$ cat config.mk
export PLATFORM = sky130hd
export DESIGN_NAME = conv_window_sched_flat
export DESIGN_NICKNAME = d
export VERILOG_FILES = /design/src/rtl/conv_window_sched_if.sv /design/src/rtl/conv_window_sched.sv /design/src/flat_wrapper.sv
export SDC_FILE = /design/constraint.sdc
export NUM_CORES = 1
export LEC_CHECK = 0
export BUFFER_PORTS_ARGS = -buffer_cell sky130_fd_sc_hd__buf_2
export CORE_MARGIN = 4
export CORE_UTILIZATION = 48
export DETAILED_ROUTE_END_ITERATION = 7
export PLACE_DENSITY = 0.95
export SLEW_MARGIN = 20
export SYNTH_ARGS = -nofsm -noshare
export SYNTH_HDL_FRONTEND = slang
export SYNTH_SLANG_ARGS = --single-unit
$ cat constraint.sdc
create_clock -name clk -period 4.5 [get_ports clk]
set_clock_uncertainty 0.05 [all_clocks]
set_input_delay 0.9 -clock clk [delete_from_list [all_inputs] [get_ports clk]]
set_output_delay 0.9 -clock clk [all_outputs]
set_load 0.01 [all_outputs]
$ cat src/rtl/conv_window_sched_if.sv
`default_nettype none
// ============================================================================
//  Module   : conv_window_sched_if
//  Purpose  : Bundles the weight-stream, window-issue and result handshake
//             signals between conv_window_sched and its neighbours.
//  Modports : master - scheduler side (drives ready/strobes/coordinates)
//             slave  - loader/datapath/consumer side
//  Signals  : wgt_valid/wgt_data/wgt_ready    weight stream handshake
//             wgt_we/wgt_filt/wgt_tap/wgt_wdata weight store write port
//             win_valid/win_row/win_col        window issue to datapath
//             res_valid/res_row/res_col/res_ready result handshake
//  Revision : 1.0 - initial release
// ============================================================================
interface conv_window_sched_if #(
    parameter int IMG_W    = 28,
    parameter int IMG_H    = 28,
    parameter int K        = 5,
    parameter int N_FILT   = 8,
    parameter int WEIGHT_W = 32
);
    localparam int FILT_W = (N_FILT > 1) ? $clog2(N_FILT) : 1;
    localparam int TAP_W  = $clog2(K * K);
    localparam int ROW_W  = $clog2(IMG_H);
    localparam int COL_W  = $clog2(IMG_W);

    logic                wgt_valid;
    logic [WEIGHT_W-1:0] wgt_data;
    logic                wgt_ready;
    logic                wgt_we;
    logic [FILT_W-1:0]   wgt_filt;
    logic [TAP_W-1:0]    wgt_tap;
    logic [WEIGHT_W-1:0] wgt_wdata;
    logic                win_valid;
    logic [ROW_W-1:0]    win_row;
    logic [COL_W-1:0]    win_col;
    logic                res_valid;
    logic [ROW_W-1:0]    res_row;
    logic [COL_W-1:0]    res_col;
    logic                res_ready;

    modport master (
        input  wgt_valid, wgt_data, res_ready,
        output wgt_ready, wgt_we, wgt_filt, wgt_tap, wgt_wdata,
               win_valid, win_row, win_col, res_valid, res_row, res_col
    );

    modport slave (
        output wgt_valid, wgt_data, res_ready,
        input  wgt_ready, wgt_we, wgt_filt, wgt_tap, wgt_wdata,
               win_valid, win_row, win_col, res_valid, res_row, res_col
    );
endinterface
`default_nettype wire

$ cat src/rtl/conv_window_sched.sv
`default_nettype none
// ============================================================================
//  Module   : conv_window_sched
//  Purpose  : Sequences a KxK, N_FILT-filter convolution datapath over one
//             frame: streams N_FILT*K*K weights into the weight store, then
//             raster-scans every valid window top-left, returning results
//             through a valid/ready handshake (backpressure stalls the scan).
//  Ports    : clk          clock, rising edge
//             rst_n        asynchronous active-low reset
//             start        1-cycle pulse, accepted only when idle
//             busy         high while loading, scanning or draining
//             done         1-cycle pulse after the last result is accepted
//             stall_cycles result-stall counter (WSCHED_PERF_CNT_EN only)
//             bus          conv_window_sched_if.master (weights/windows/results)
//  Config   : `define WSCHED_PERF_CNT_EN adds the stall_cycles counter/port.
//  Revision : 1.0 - initial release
// ============================================================================
module conv_window_sched #(
    parameter int IMG_W    = 28,
    parameter int IMG_H    = 28,
    parameter int K        = 5,
    parameter int N_FILT   = 8,
    parameter int WEIGHT_W = 32
) (
    input  wire logic   clk,
    input  wire logic   rst_n,
    input  wire logic   start,
    output logic        busy,
    output logic        done,
`ifdef WSCHED_PERF_CNT_EN
    output logic [31:0] stall_cycles,
`endif
    conv_window_sched_if.master bus
);
    localparam int FILT_W = (N_FILT > 1) ? $clog2(N_FILT) : 1;
    localparam int TAP_W  = $clog2(K * K);
    localparam int ROW_W  = $clog2(IMG_H);
    localparam int COL_W  = $clog2(IMG_W);

    localparam logic [FILT_W-1:0] c_FILT_LAST = FILT_W'(N_FILT - 1);
    localparam logic [TAP_W-1:0]  c_TAP_LAST  = TAP_W'(K * K - 1);
    localparam logic [ROW_W-1:0]  c_ROW_LAST  = ROW_W'(IMG_H - K);
    localparam logic [COL_W-1:0]  c_COL_LAST  = COL_W'(IMG_W - K);

    typedef enum logic [2:0] {
        S_IDLE  = 3'd0,
        S_LOAD  = 3'd1,
        S_RUN   = 3'd2,
        S_DRAIN = 3'd3,
        S_DONE  = 3'd4
    } state_t;

    state_t              r_state;
    state_t              w_state_nxt;

    logic [FILT_W-1:0]   r_filt;
    logic [TAP_W-1:0]    r_tap;
    logic [ROW_W-1:0]    r_row;
    logic [COL_W-1:0]    r_col;
    logic                r_res_valid;
    logic [ROW_W-1:0]    r_res_row;
    logic [COL_W-1:0]    r_res_col;

    logic                w_start_acc;
    logic                w_wgt_hs;
    logic                w_wgt_last;
    logic                w_adv;
    logic                w_win_last;
    logic                w_res_acc;
    logic [WEIGHT_W-1:0] w_wdata;

    assign w_start_acc = start & (r_state == S_IDLE);
    assign w_wgt_hs    = bus.wgt_valid & (r_state == S_LOAD);
    assign w_wgt_last  = w_wgt_hs & (r_filt == c_FILT_LAST) & (r_tap == c_TAP_LAST);
    // A new window may be issued whenever the result register is free or
    // is being emptied this cycle; otherwise the scan holds in place.
    assign w_adv       = (r_state == S_RUN) & (~r_res_valid | bus.res_ready);
    assign w_win_last  = (r_row == c_ROW_LAST) & (r_col == c_COL_LAST);
    assign w_res_acc   = r_res_valid & bus.res_ready;

    assign w_wdata       = bus.wgt_data;
    assign bus.wgt_wdata = w_wdata;
    assign bus.wgt_we    = w_wgt_hs;
    assign bus.wgt_filt  = r_filt;
    assign bus.wgt_tap   = r_tap;
    assign bus.win_row   = r_row;
    assign bus.win_col   = r_col;
    assign bus.res_valid = r_res_valid;
    assign bus.res_row   = r_res_row;
    assign bus.res_col   = r_res_col;

    // ------------------------------------------------------------------
    // State register
    // ------------------------------------------------------------------
    always_ff @(posedge clk or negedge rst_n) begin
        if (!rst_n) begin
            r_state <= S_IDLE;
        end else begin
            r_state <= w_state_nxt;
        end
    end

    // ------------------------------------------------------------------
    // Next-state and state-decoded outputs
    // ------------------------------------------------------------------
    always_comb begin
        w_state_nxt   = r_state;
        busy          = 1'b0;
        done          = 1'b0;
        bus.wgt_ready = 1'b0;
        bus.win_valid = 1'b0;
        case (r_state)
            S_IDLE: begin
                if (start) begin
                    w_state_nxt = S_LOAD;
                end
            end
            S_LOAD: begin
                busy          = 1'b1;
                bus.wgt_ready = 1'b1;
                if (w_wgt_last) begin
                    w_state_nxt = S_RUN;
                end
            end
            S_RUN: begin
                busy          = 1'b1;
                bus.win_valid = 1'b1;
                if (w_adv && w_win_last) begin
                    w_state_nxt = S_DRAIN;
                end
            end
            S_DRAIN: begin
                busy = 1'b1;
                if (w_res_acc) begin
                    w_state_nxt = S_DONE;
                end
            end
            S_DONE: begin
                done        = 1'b1;
                w_state_nxt = S_IDLE;
            end
            default: begin
                w_state_nxt = S_IDLE;
            end
        endcase
    end

    // ------------------------------------------------------------------
    // Weight write address: tap raster within a filter, filter-major
    // ------------------------------------------------------------------
    always_ff @(posedge clk or negedge rst_n) begin
        if (!rst_n) begin
            r_filt <= '0;
            r_tap  <= '0;
        end else if (w_start_acc) begin
            r_filt <= '0;
            r_tap  <= '0;
        end else if (w_wgt_hs) begin
            if (r_tap == c_TAP_LAST) begin
                r_tap <= '0;
                if (r_filt == c_FILT_LAST) begin
                    r_filt <= '0;
                end else begin
                    r_filt <= r_filt + 1'b1;
                end
            end else begin
                r_tap <= r_tap + 1'b1;
            end
        end
    end

    // ------------------------------------------------------------------
    // Window scan counters; wrap to origin after the last window so the
    // next frame starts clean even without an explicit clear.
    // ------------------------------------------------------------------
    always_ff @(posedge clk or negedge rst_n) begin
        if (!rst_n) begin
            r_row <= '0;
            r_col <= '0;
        end else if (w_start_acc) begin
            r_row <= '0;
            r_col <= '0;
        end else if (w_adv) begin
            if (r_col == c_COL_LAST) begin
                r_col <= '0;
                if (r_row == c_ROW_LAST) begin
                    r_row <= '0;
                end else begin
                    r_row <= r_row + 1'b1;
                end
            end else begin
                r_col <= r_col + 1'b1;
            end
        end
    end

    // ------------------------------------------------------------------
    // Result tag tracks the datapath's one-cycle registered result: the
    // coordinates of the window issued last cycle.
    // ------------------------------------------------------------------
    always_ff @(posedge clk or negedge rst_n) begin
        if (!rst_n) begin
            r_res_valid <= 1'b0;
            r_res_row   <= '0;
            r_res_col   <= '0;
        end else if (w_start_acc) begin
            r_res_valid <= 1'b0;
            r_res_row   <= '0;
            r_res_col   <= '0;
        end else if (w_adv) begin
            r_res_valid <= 1'b1;
            r_res_row   <= r_row;
            r_res_col   <= r_col;
        end else if (w_res_acc) begin
            r_res_valid <= 1'b0;
        end
    end

`ifdef WSCHED_PERF_CNT_EN
    // ------------------------------------------------------------------
    // Saturating count of cycles a result waits on the consumer
    // ------------------------------------------------------------------
    logic [31:0] r_stall_cycles;
    logic        w_stall;

    assign w_stall = ((r_state == S_RUN) | (r_state == S_DRAIN)) & r_res_valid & ~bus.res_ready;

    always_ff @(posedge clk or negedge rst_n) begin
        if (!rst_n) begin
            r_stall_cycles <= '0;
        end else if (w_start_acc) begin
            r_stall_cycles <= '0;
        end else if (w_stall && (r_stall_cycles != 32'hFFFF_FFFF)) begin
            r_stall_cycles <= r_stall_cycles + 32'd1;
        end
    end

    assign stall_cycles = r_stall_cycles;
`endif

endmodule
`default_nettype wire

$ cat src/flat_wrapper.sv
// flat-port wrapper written by rule: the top's interface ports become plain ports
module conv_window_sched_flat 
#(
    parameter int IMG_W    = 28,
    parameter int IMG_H    = 28,
    parameter int K        = 5,
    parameter int N_FILT   = 8,
    parameter int WEIGHT_W = 32
)
  (clk, rst_n, start, busy, done, bus_wgt_valid, bus_wgt_data, bus_res_ready, bus_wgt_ready, bus_wgt_we, bus_wgt_filt, bus_wgt_tap, bus_wgt_wdata, bus_win_valid, bus_win_row, bus_win_col, bus_res_valid, bus_res_row, bus_res_col);
  conv_window_sched_if #(.IMG_W(IMG_W), .IMG_H(IMG_H), .K(K), .N_FILT(N_FILT), .WEIGHT_W(WEIGHT_W)) bus_i ();
  input  wire logic clk;
  input  wire logic rst_n;
  input  wire logic start;
  output logic busy;
  output logic done;
  input wire logic [$bits(bus_i.wgt_valid)-1:0] bus_wgt_valid;
  input wire logic [$bits(bus_i.wgt_data)-1:0] bus_wgt_data;
  input wire logic [$bits(bus_i.res_ready)-1:0] bus_res_ready;
  output wire logic [$bits(bus_i.wgt_ready)-1:0] bus_wgt_ready;
  output wire logic [$bits(bus_i.wgt_we)-1:0] bus_wgt_we;
  output wire logic [$bits(bus_i.wgt_filt)-1:0] bus_wgt_filt;
  output wire logic [$bits(bus_i.wgt_tap)-1:0] bus_wgt_tap;
  output wire logic [$bits(bus_i.wgt_wdata)-1:0] bus_wgt_wdata;
  output wire logic [$bits(bus_i.win_valid)-1:0] bus_win_valid;
  output wire logic [$bits(bus_i.win_row)-1:0] bus_win_row;
  output wire logic [$bits(bus_i.win_col)-1:0] bus_win_col;
  output wire logic [$bits(bus_i.res_valid)-1:0] bus_res_valid;
  output wire logic [$bits(bus_i.res_row)-1:0] bus_res_row;
  output wire logic [$bits(bus_i.res_col)-1:0] bus_res_col;
  assign bus_i.wgt_valid = bus_wgt_valid;
  assign bus_i.wgt_data = bus_wgt_data;
  assign bus_i.res_ready = bus_res_ready;
  assign bus_wgt_ready = bus_i.wgt_ready;
  assign bus_wgt_we = bus_i.wgt_we;
  assign bus_wgt_filt = bus_i.wgt_filt;
  assign bus_wgt_tap = bus_i.wgt_tap;
  assign bus_wgt_wdata = bus_i.wgt_wdata;
  assign bus_win_valid = bus_i.win_valid;
  assign bus_win_row = bus_i.win_row;
  assign bus_win_col = bus_i.win_col;
  assign bus_res_valid = bus_i.res_valid;
  assign bus_res_row = bus_i.res_row;
  assign bus_res_col = bus_i.res_col;
  conv_window_sched #(.IMG_W(IMG_W), .IMG_H(IMG_H), .K(K), .N_FILT(N_FILT), .WEIGHT_W(WEIGHT_W)) u_core (.clk(clk), .rst_n(rst_n), .start(start), .busy(busy), .done(done), .bus(bus_i));
endmodule
==> impl_summary.md <==
GRT
The total global routing track utilization is 15.8%. The met3 track utilization from global routing is 4.77%. For this run, global-route usage on met2 was measured as 24.3%. met2 is the most crowded layer.

Entering global routing, the biggest net connects 33 pins. The initial antenna violation count was 0. Global routing used approximately a fifth of the available met1 tracks. The total overflow reported by the global router is 0. The number of global-route vias before repair is 1411. The first global-routing pass estimated 6500 um of wire.

Logic synthesis
The post-synthesis net count is roughly 250. Synthesis handed over a netlist of 208 instances. In the synthesized netlist, mux cells make up 3.13% of the area. The average instance area after synthesis is 9.22 sq um. Counting flops and latches in the post-synthesis netlist gives 32. Summing every instance area after synthesis gives between 0.0015 and 0.002 sq mm. The number of warnings issued by yosys is 0. The area share of the leading cell type in the synthesized netlist is between 40% and 50%. The number of distinct standard cells referenced by the synthesized netlist is 36. By area the synthesized netlist is led by sky130_fd_sc_hd__dfrtp_1 (42%), sky130_fd_sc_hd__buf_4 (13%), sky130_fd_sc_hd__nand2_1 (5.3%). By area, the combinational part of the netlist is dominated by simple AND/OR/NAND/NOR gates.

Of the total synthesized cell area, the portion taken by full adders, half adders and majority gates is 3.91%. Summing the areas of all compound-gate instances in the mapped netlist gives about an eighth of the synthesized area. The share of the synthesized netlist area taken by xor and xnor gates is 0%. Of the total synthesized cell area, the portion taken by AND, OR, NAND and NOR gates is a little over a fifth. Of all cell types, the one taking the most synthesized area is sky130_fd_sc_hd__dfrtp_1. The sequential share of the synthesized area is 41.7%.

Hold path
The worst hold path begins at u_core.bus.res_col[2]. The worst hold path belongs to the class register to register. The number of stages on the worst hold path is 2.

The terminating pin of the worst hold path is u_core.bus.res_col[2].

Setup path
The cell family contributing the most delay on the critical path is buffers and inverters. STA puts the critical path data required time at 3550 ps. The worst register-to-register path has a depth of 3. The critical path starts at u_core.r_state[1]. The delay of the slowest cell on the worst path is 540 ps.

The endpoint identified for the worst register-to-register timing path is u_core.bus.res_col[1]. For this design, the slowest cell found on the critical path is sky130_fd_sc_hd__or3b_1. For the worst setup path, the data arrival time is about 1900 ps. The critical register-to-register path startpoint is u_core.r_state[1].

The largest driver fanout on the critical path is 14. The reg2reg setup slack is 2430 ps. The type of element capturing the critical path is an output port. The worst setup path is launched from a register.

The number of buffers and inverters on the critical path is 2. The critical path goes through or3b_1 -> inv_1 -> buf_2. The type of the worst setup path is register to output port.

Floorplan
The area of the die is 0.00507 sq mm. Once the floorplan was initialized, standard cells occupied about 51% of the core. The floorplan step defined a core boundary enclosing 0.00377 sq mm.

The y dimension of the die is between 70 and 80 um. In this run the count of I/O pins placed on the die edge is 103. Measured along the x axis, the die boundary spans a little over 70 um. After floorplanning, the core was divided into 22 placement rows.

Power and ir drop
The completed layout was analyzed and its total power is 0.688 mW. The worst supply voltage drop on vdd is 0.000215 V. For this design the ratio of total power to cell area is roughly 360 mW/mm^2. The static leakage is 0.938 nW.

Clock tree
The maximum buffer depth of the clock tree is 2. In this run the post-CTS setup repair buffer count came out at 0. Clock-pin slew was measured on the worst setup and hold paths at 60 ps.

The CTS tree is done. In this run, CTS created clock tree buffers numbering 5. The number of gates resized after CTS was 0. The tree is rooted in a sky130_fd_sc_hd__clkbuf_8. The CTS H-tree depth is 2. The number of hold buffers added after cts is 0. The latest clock arrival within the worst-skew pair is roughly 280 ps. The tree built by TritonCTS fans out to 32 sinks.

Place
The post-DP HPWL is roughly 2700 um. The number of placed cells counting well taps is 250. The area of placed instances is 0.00186 sq mm. The minimum setup slack after placement is ~1800 ps.

The global placer's final weighted congestion is 0.791. The port buffer count is 38.

Cells and area
After routing the design area is 0.00194 sq mm. The antenna diode instance count is 0. The core occupancy in the finished layout is between 50% and 60%. Once layout is complete, the cells apart from fillers number 257. The number of nets at the end of the flow is 252. The post-route netlist has 23.0% of its cells at a drive strength greater than 1.

Relative to the synthesized area, the layout overhead comes to 1.04%.

Detailed routing
The via count is 1476. In the final routed layout, each cell accounts on average for 15.2 um. The via-per-instance ratio is 5.74. The violation count after the first detailed-routing iteration is 74.

In the routed design, unresolved DRC markers number 0. For this run, the detailed router's first-pass iteration total came to 5. The antenna violation net count after detailed routing is 0. Summed over all layers, the routed wires come to 3920 um.

STA
The final-layout setup total negative slack is 0 ps. The count of endpoints failing hold in the final timing report is 0. The worst hold margin is 473 ps. The highest clock rate is 353 MHz. In the finished design, the share of the clock period the worst path needs comes to 62.9%.

Setup violations remaining at the end of the flow were counted as 0. The remaining max-slew budget at the tightest pin is 52.5%. Setup repair after global routing left no endpoint under its margin. The final worst setup slack is around 1700 ps.

The time the worst path needs with I/O delays and setup is approximately 2800 ps. The number of max-slew violations in the final report came to 0. At the pin with the least slew margin, the transition time is between 700 and 800 ps.

Flow run
Max-cap violations in this run came to 0.

Run status
The flow ran to the end, and the final reports show no timing, DRC or antenna violations.
==> power breakdown <==
group          internal, mW  switching (mW)  total (mW)
Clock                 0.105           0.101       0.206
Combinational        0.0572          0.0692       0.126
Sequential            0.316          0.0397       0.356
==> worst register-to-register path: cells and delay by family (launching register included) <==
family / cells / cell delay, ps
and+or+nand+nor: 2 / 1150
DFF: 1 / 470
AOI/OAI and AO/OA: 1 / 240
==> logic make-up after synthesis <==
group | after synthesis
AND/OR/NAND/NOR | 77
buffers and inverters | 50
AO/OA/AOI/OAI | 37
flip-flops | 32
multiplexers | 6
adder cells (fa/ha/maj) | 6
==> metal layers <==
metal	routed length [um]	up-vias
li1	-	709
met1	1740	706
met2	1890	53
met3	251	8
met4	36	0
met5	0	-
==> state kept, by name, summed over array words and instances, names as in the netlist <==
name and flops:
u_core.r_state 3, u_core.bus.wgt_tap 5, u_core.bus.res_valid 1, u_core.bus.win_row 5, u_core.bus.wgt_filt 3, u_core.bus.res_col 5
u_core.bus.res_row 5, u_core.bus.win_col 5
==> Yosys cell counts <==
cell and number:
sky130_fd_sc_hd__or3b_1 1, sky130_fd_sc_hd__nand3_1 19, sky130_fd_sc_hd__nand4_1 1, sky130_fd_sc_hd__and3_1 1
sky130_fd_sc_hd__o21ai_0 15, sky130_fd_sc_hd__buf_6 2, sky130_fd_sc_hd__a21oi_1 9, sky130_fd_sc_hd__nand2b_1 3
sky130_fd_sc_hd__a41oi_1 2, sky130_fd_sc_hd__a31o_2 1, sky130_fd_sc_hd__ha_1 6, sky130_fd_sc_hd__dfrtp_1 32
sky130_fd_sc_hd__nand4b_1 5, sky130_fd_sc_hd__buf_4 33, sky130_fd_sc_hd__or4_1 2, sky130_fd_sc_hd__nand3b_1 2
sky130_fd_sc_hd__nand2_1 27, sky130_fd_sc_hd__or4b_2 1, sky130_fd_sc_hd__nor3_1 1, sky130_fd_sc_hd__nor4_1 3
sky130_fd_sc_hd__or3_4 1, sky130_fd_sc_hd__nor2_1 5, sky130_fd_sc_hd__clkbuf_1 6, sky130_fd_sc_hd__a31oi_1 1
sky130_fd_sc_hd__and4b_1 2, sky130_fd_sc_hd__mux2i_1 6, sky130_fd_sc_hd__inv_1 6, sky130_fd_sc_hd__a311oi_1 3
sky130_fd_sc_hd__o211ai_1 1, sky130_fd_sc_hd__o311ai_0 2, sky130_fd_sc_hd__buf_2 3, sky130_fd_sc_hd__o31ai_1 1
sky130_fd_sc_hd__o31ai_2 1, sky130_fd_sc_hd__nand4bb_1 1, sky130_fd_sc_hd__nor2b_1 2, sky130_fd_sc_hd__a32o_1 1
==> layout make-up <==
class / instances / area [sq um]
Clock buffer: 6 / 72.6
Clock inverter: 1 / 5.00
Fill cell: 336 / 1830
Inverter: 6 / 22.5
Multi-Input combinational cell: 126 / 787
Sequential cell: 32 / 801
Tap cell: 48 / 60.1
Timing Repair Buffer: 38 / 190
==> cell usage in the layout (no fill, tap or decap) <==
master,instances
sky130_fd_sc_hd__a21oi_1,9
sky130_fd_sc_hd__a311oi_1,3
sky130_fd_sc_hd__a31o_2,1
sky130_fd_sc_hd__a31oi_1,1
sky130_fd_sc_hd__a32o_1,1
sky130_fd_sc_hd__a41oi_1,2
sky130_fd_sc_hd__and3_1,1
sky130_fd_sc_hd__and4b_1,2
sky130_fd_sc_hd__buf_2,38
sky130_fd_sc_hd__clkbuf_1,1
sky130_fd_sc_hd__clkbuf_8,5
sky130_fd_sc_hd__clkinv_2,1
sky130_fd_sc_hd__dfrtp_1,32
sky130_fd_sc_hd__ha_1,6
sky130_fd_sc_hd__inv_1,6
sky130_fd_sc_hd__mux2i_1,6
sky130_fd_sc_hd__nand2_1,27
sky130_fd_sc_hd__nand2b_1,3
sky130_fd_sc_hd__nand3_1,19
sky130_fd_sc_hd__nand3b_1,2
sky130_fd_sc_hd__nand4_1,1
sky130_fd_sc_hd__nand4b_1,5
sky130_fd_sc_hd__nand4bb_1,1
sky130_fd_sc_hd__nor2_1,5
sky130_fd_sc_hd__nor2b_1,2
sky130_fd_sc_hd__nor3_1,1
sky130_fd_sc_hd__nor4_1,3
sky130_fd_sc_hd__o211ai_1,1
sky130_fd_sc_hd__o21ai_0,15
sky130_fd_sc_hd__o311ai_0,2
sky130_fd_sc_hd__o31ai_1,1
sky130_fd_sc_hd__o31ai_2,1
sky130_fd_sc_hd__or3_4,1
sky130_fd_sc_hd__or3b_1,1
sky130_fd_sc_hd__or4_1,2
sky130_fd_sc_hd__or4b_2,1
==> worst max path at each step <==
stage                          to  slack, ps  cells past startpoint
detailed placement     bus_wgt_we       1820                      4
CTS                 bus_win_valid       1690                      3
global route        bus_win_valid       1570                      3
floorplan              bus_wgt_we       2170                      3
global placement       bus_wgt_we       1870                      4
finish              bus_win_valid       1670                      3
No activity file was read; power rests on OpenSTA's default activity.
